<file path="src/rtl/generic_fifo_pkg.sv">
// Shared definitions for the generic FIFO family: read-mode encodings and
// elaboration-time sizing helpers.
package generic_fifo_pkg;

  localparam int FIFO_MODE_STD  = 0;
  localparam int FIFO_MODE_FWFT = 1;

  // Width needed to hold a fill count of 0..depth inclusive.
  function automatic int fifo_count_width(input int depth);
    return $clog2(depth + 1);
  endfunction

  // True for powers of two of at least 2 (pointer wrap relies on this).
  function automatic bit fifo_is_pow2(input int n);
    return (n >= 2) && ((n & (n - 1)) == 0);
  endfunction

endpackage

</file>
<file path="src/rtl/generic_memory.sv">
// Simple dual-port storage array: port A synchronous write, port B
// combinational read. The FIFO control registers whatever it needs.
module generic_memory #(
  parameter int DEPTH      = 8,
  parameter int DATA_WIDTH = 32,
  parameter int ADDR_WIDTH = $clog2(DEPTH)
) (
  input  logic                  clk,
  input  logic                  i_a_we,
  input  logic [ADDR_WIDTH-1:0] i_a_addr,
  input  logic [DATA_WIDTH-1:0] i_a_data,
  input  logic [ADDR_WIDTH-1:0] i_b_addr,
  output logic [DATA_WIDTH-1:0] o_b_data
);

  logic [DATA_WIDTH-1:0] r_mem [DEPTH];

  // Port A write; contents are never reset, the FIFO pointers define validity.
  always_ff @(posedge clk) begin
    if (i_a_we) begin
      r_mem[i_a_addr] <= i_a_data;
    end
  end

  assign o_b_data = r_mem[i_b_addr];

endmodule

</file>
<file path="src/rtl/generic_fifo_hs.sv">
// Synchronous FIFO with valid/ready handshakes on both sides, standard or
// first-word-fall-through read mode, exact count, threshold flags and sticky
// overflow/underflow. In FWFT mode the output register counts as one entry.
module generic_fifo_hs
  import generic_fifo_pkg::*;
#(
  parameter int DEPTH        = 8,
  parameter int DATA_WIDTH   = 32,
  parameter int AF_THRESHOLD = DEPTH - 2,
  parameter int AE_THRESHOLD = 1,
  parameter int FWFT         = FIFO_MODE_STD,
  localparam int CW          = fifo_count_width(DEPTH)
) (
  input  logic                  clk,
  input  logic                  reset_poweron,
  input  logic                  clear,
  input  logic                  write_valid,
  output logic                  write_ready,
  input  logic [DATA_WIDTH-1:0] write_data,
  input  logic                  read_ready,
  output logic                  read_valid,
  output logic [DATA_WIDTH-1:0] read_data,
  output logic [CW-1:0]         count,
  output logic                  full,
  output logic                  empty,
  output logic                  almost_full,
  output logic                  almost_empty,
  output logic                  overflow,
  output logic                  underflow
);

  localparam int AW = $clog2(DEPTH);
  localparam logic [AW-1:0] P_ONE   = AW'(1);
  localparam logic [CW-1:0] C_DEPTH = CW'(DEPTH);
  localparam logic [CW-1:0] C_AF    = CW'(AF_THRESHOLD);
  localparam logic [CW-1:0] C_AE    = CW'(AE_THRESHOLD);

  // Reject configurations the pointer/count logic cannot support.
  generate
    if (!fifo_is_pow2(DEPTH)) begin : g_bad_depth
      $error("generic_fifo_hs: DEPTH must be a power of 2 and >= 2");
    end
    if (AF_THRESHOLD < 0 || AF_THRESHOLD > DEPTH ||
        AE_THRESHOLD < 0 || AE_THRESHOLD > DEPTH) begin : g_bad_threshold
      $error("generic_fifo_hs: thresholds must lie in 0..DEPTH");
    end
  endgenerate

  logic [AW-1:0]         r_wr_ptr;
  logic [AW-1:0]         r_rd_ptr;
  logic [CW-1:0]         r_count;
  logic                  r_full;
  logic                  r_empty;
  logic                  r_af;
  logic                  r_ae;
  logic                  r_overflow;
  logic                  r_underflow;
  logic                  r_read_valid;
  logic [DATA_WIDTH-1:0] r_read_data;

  logic                  w_wr_en;
  logic                  w_pop;
  logic                  w_mem_rd;
  logic                  w_read_valid_next;
  logic                  w_underflow_hit;
  logic [CW-1:0]         w_count_next;
  logic [DATA_WIDTH-1:0] w_mem_data;

  // write_ready comes from registered full only: no same-cycle pass-through.
  assign w_wr_en = write_valid & ~r_full;

  generate
    if (FWFT == FIFO_MODE_FWFT) begin : g_fwft
      // Entries still in memory exclude the one sitting in the output register.
      logic [CW-1:0] w_mem_count;
      assign w_mem_count       = r_count - CW'(r_read_valid);
      assign w_pop             = r_read_valid & read_ready;
      assign w_mem_rd          = (w_mem_count != '0) & (~r_read_valid | w_pop);
      assign w_read_valid_next = w_mem_rd | (r_read_valid & ~w_pop);
      assign w_underflow_hit   = 1'b0;
    end else begin : g_std
      assign w_pop             = read_ready & ~r_empty;
      assign w_mem_rd          = w_pop;
      assign w_read_valid_next = w_pop;
      assign w_underflow_hit   = read_ready & r_empty;
    end
  endgenerate

  assign w_count_next = r_count + CW'(w_wr_en) - CW'(w_pop);

  generic_memory #(
    .DEPTH      (DEPTH),
    .DATA_WIDTH (DATA_WIDTH),
    .ADDR_WIDTH (AW)
  ) u_mem (
    .clk      (clk),
    .i_a_we   (w_wr_en),
    .i_a_addr (r_wr_ptr),
    .i_a_data (write_data),
    .i_b_addr (r_rd_ptr),
    .o_b_data (w_mem_data)
  );

  // Pointers, count, registered status, sticky errors and the read register.
  always_ff @(posedge clk or posedge reset_poweron) begin
    if (reset_poweron) begin
      r_wr_ptr     <= '0;
      r_rd_ptr     <= '0;
      r_count      <= '0;
      r_full       <= 1'b0;
      r_empty      <= 1'b1;
      r_af         <= 1'b0;
      r_ae         <= 1'b1;
      r_overflow   <= 1'b0;
      r_underflow  <= 1'b0;
      r_read_valid <= 1'b0;
      r_read_data  <= '0;
    end else if (clear) begin
      // Flush everything except read_data, which keeps its last value.
      r_wr_ptr     <= '0;
      r_rd_ptr     <= '0;
      r_count      <= '0;
      r_full       <= 1'b0;
      r_empty      <= 1'b1;
      r_af         <= 1'b0;
      r_ae         <= 1'b1;
      r_overflow   <= 1'b0;
      r_underflow  <= 1'b0;
      r_read_valid <= 1'b0;
    end else begin
      if (w_wr_en) begin
        r_wr_ptr <= r_wr_ptr + P_ONE;
      end
      if (w_mem_rd) begin
        r_rd_ptr    <= r_rd_ptr + P_ONE;
        r_read_data <= w_mem_data;
      end
      r_count      <= w_count_next;
      r_full       <= (w_count_next == C_DEPTH);
      r_empty      <= (w_count_next == '0);
      r_af         <= (w_count_next >= C_AF);
      r_ae         <= (w_count_next <= C_AE);
      r_read_valid <= w_read_valid_next;
      if (write_valid & r_full) begin
        r_overflow <= 1'b1;
      end
      if (w_underflow_hit) begin
        r_underflow <= 1'b1;
      end
    end
  end

  assign write_ready  = ~r_full;
  assign read_valid   = r_read_valid;
  assign read_data    = r_read_data;
  assign count        = r_count;
  assign full         = r_full;
  assign empty        = r_empty;
  assign almost_full  = r_af;
  assign almost_empty = r_ae;
  assign overflow     = r_overflow;
  assign underflow    = r_underflow;

endmodule
</file>
<file path="config.mk">
export PLATFORM = sky130hd
export DESIGN_NAME = generic_fifo_hs
export DESIGN_NICKNAME = d
export VERILOG_FILES = /design/src/rtl/generic_fifo_pkg.sv /design/src/rtl/generic_memory.sv /design/src/rtl/generic_fifo_hs.sv
export SDC_FILE = /design/constraint.sdc
export NUM_CORES = 1
export LEC_CHECK = 0
export CAP_MARGIN = 0
export CORE_AREA = 8 8 164 166
export CTS_CLUSTER_DIAMETER = 80
export DETAILED_ROUTE_END_ITERATION = 8
export DIE_AREA = 0 0 172 174
export PLACE_DENSITY = 0.75
export SLEW_MARGIN = 20
export SYNTH_ARGS = -nofsm -noshare
export SYNTH_HDL_FRONTEND = slang
export SYNTH_SLANG_ARGS = --single-unit
</file>
<file path="constraint.sdc">
create_clock -name clk -period 3.69 [get_ports clk]
set_input_delay 0.5535 -clock clk [delete_from_list [all_inputs] [get_ports clk]]
set_output_delay 0.5535 -clock clk [all_outputs]
set_load 0.1 [all_outputs]
</file>
==> flow_summary.yaml <==
outcome:
  status: "finished clean"
placed_design:
  place_inst: 1057
  pre_cts_slack_ns: 0.6451
  port-buffer-count: 80
  dpl.hpwl_um: 14720
  gp_congestion: 0.7790
cts:
  cts_resized: 0
  clkTransAtPathRegs_ns: 0.06
  numCtsBuffers: 28
  cts_setup_buffers: 0
  clock_latency_ns: 0.53
  holdBufCountCts: 0
  cts_tree: "built"
  clockRootBuffer: "clkbuf_16"
  clock_path_buffers: 3
  cts_sinks: 305
  h-tree-depth: 1
pwr:
  switching_power_w: 0.003950
  power_density_mw_per_mm2: 775.9
  seqPwrFrac: 0.406
  p_int_w: 0.007036
  irDropWorstVdd_mv: 0.4288
  sw_frac_of_total: 0.3596
  clockPowerShare: 0.273
  pwr-share-comb: 0.322
  leakagePower_nw: 4.871
global_route:
  grt_pass1_vias: 6529
  grt_first_pass_wirelength_um: 36830
  antenna_found_initial: 0
  grt_usage: 0.1586
  grt_max_degree: 51
  overflow: 0
die:
  dieArea_mm2: 0.02993
  io-pin-count: 81
  core-area_mm2: 0.02453
  initial_core_util: 0.4847
  row_count: 58
  die_h_um: 174
  die_w_um: 172
synth:
  ys.flop_type: "edfxtp_1"
  yosysUniqueCellTypes: 37
  syn_avg_cell_area_um2: 17.82
  async_reset_ff_frac: 0.1607
  synth-seq-cells: 305
  ys_warn_count: 0
  syn_nets: 710
  synthCells: 667
  seq_area_frac_synth: 0.7499
  netlist_area_mm2: 0.01189
  synth_edf_count: 256
timing:
  rsz0062_at_grt: "no"
  tightest_slew_ns: 1.039
  max_clock_freq_mhz: 356.3
  finalHoldViolCount: 0
  period_needed_ns: 2.807
  period_share: 0.7606
  setup_viol_count_final: 0
  tns_ns: 0
  setup_ws_ns: 0.8833
  slew_headroom: 0.3073
  hold_ws_ns: 0.4795
  drv_slew: 0
  clock_skew_ns: 0.01322
drt:
  vias: 6104
  vias_per_cell: 5.509
  antenna_left: 0
  drt-total-wl_um: 23870
  dr.pass1.iters: 5
  wire_per_inst_um: 21.54
  remaining_drc_errors: 0
  drtIter0Drc: 341
worst_setup_path:
  cpPeakStageDelay_ns: 1.15
  cp-end-kind: "output port"
  startpoint_type: "register"
  crit_fanout: 5
  crit_family: "buffers and inverters"
  required_ns: 3.14
  worstPathArrival_ns: 2.25
  path_buf_inv: 1
  crit_chain: "clkdlybuf4s50_1"
  cp.depth: 1
  worstRegToRegCells: 7
  reg2reg_slack_ns: 1.29
  cp_slowest_cell: "clkdlybuf4s50_1"
  worst-setup-path-type: "register to output port"
min_path:
  whs_path_depth: 2
  hold_class: "register to register"
finish:
  final_nets: 800
  fill_cells: 1838
  n_antenna_cell: 0
  area_growth_pct: 19.09
  drive_gt1_frac: 0.1697
  layout.cells.non_filler: 1108
flow_run:
  drv_cap: 0
-- power groups by stage --
stage / registers [W] / clock network (W) / logic, W
2_1_floorplan: 0.00590 / 0 / 0.00130
3_3_place_gp: 0.00451 / 0 / 0.00347
3_5_place_dp: 0.00453 / 0 / 0.00355
4_1_cts: 0.00446 / 0.00304 / 0.00356
5_1_grt: 0.00450 / 0.00318 / 0.00371
6_report: 0.00446 / 0.00300 / 0.00353
-- registers in the layout (all words and copies together) (netlist names), 3 cells and up --
signal	cells
count	4
r_rd_ptr	3
read_data	32
r_wr_ptr	3
u_mem.r_mem	256
-- per-stage QoR --
stage / cell area [um^2] / util / power [W]
final: 14160 / 0.5772 / 0.01099
after global routing: 14160 / 0.5772 / 0.01138
after CTS: 14160 / 0.5772 / 0.01106
after detailed placement: 13180 / 0.5374 / 0.008080
after global placement: 13180 / 0.5374 / 0.007977
after floorplan: 11900 / - / 0.007198
-- cells in the final DEF (no fill, tap or decap), types with 3 or more instances in the layout --
cell / instances
xnor2_1: 3
nand2b_1: 5
buf_12: 7
nor2_1: 8
a22o_1: 32
ha_1: 5
mux2i_1: 66
clkbuf_16: 29
o31ai_1: 11
a21oi_1: 5
clkbuf_8: 5
nor2b_1: 4
clkinv_2: 5
mux2_2: 33
edfxtp_1: 256
inv_1: 4
nand2_1: 36
bufinv_16: 4
clkdlybuf4s50_1: 80
nor2_4: 7
o31ai_2: 21
mux2_1: 31
buf_4: 9
clkbuf_1: 4
xor2_1: 4
dfrtp_1: 46
o22ai_1: 32
-- area by class of cell --
type	count	area (um^2)	area share
well taps	330	412.9	0.02916
clock inverters	13	167.7	0.01184
multi-input cells	320	2818	0.1990
clock buffers	38	809.5	0.05718
flip-flops and latches	305	8920	0.6300
repair buffers	96	1008	0.07123
inverters	6	22.52	0.001591
-- cell families after synthesis --
group                      synth area share
adders and majority gates          0.006946
DFF                                  0.7499
and+or+nand+nor                     0.02652
AOI/OAI and AO/OA                   0.07504
buffers and inverters               0.02021
muxes                                0.1162
xor gates and xnor gates           0.005157
-- synth_stat cells (9+ instances only) --
cell | number | area (um^2)
o31ai_1 | 11 | 82.58
mux2i_1 | 66 | 660.6
mux2_1 | 31 | 349.1
nand2_1 | 36 | 135.1
a22o_1 | 32 | 280.3
buf_4 | 9 | 67.56
clkbuf_1 | 16 | 60.06
dfrtp_1 | 47 | 1176
nor2_1 | 15 | 56.30
mux2_2 | 33 | 371.6
o22ai_1 | 32 | 200.2
o31ai_2 | 21 | 262.8
edfxtp_1 | 256 | 7687
-- routing by layer --
layer	up-vias	track usage	part of all wire
met5	-	0	0
met4	0	0.03989	0.015
met3	27	0.02949	0.052
met2	142	0.2833	0.53
met1	3138	0.1937	0.40
li1	2797	-	-
-- path summary, 6_finish.rpt --
path / start / endpoint
worst min register to register: read_data[24]$_DFFE_PP0P_ / read_data[24]$_DFFE_PP0P_
worst max-delay path: empty$_DFF_PP1_ / empty
worst max register to register: full$_DFF_PP0_ / empty$_DFF_PP1_
worst min-delay path: read_data[24]$_DFFE_PP0P_ / read_data[24]$_DFFE_PP0P_
min in group asynchronous: reset_poweron / read_valid$_DFF_PP0_
max in group asynchronous: reset_poweron / read_data[14]$_DFFE_PP0P_
Note: power is estimated with default switching activity, not from simulation.
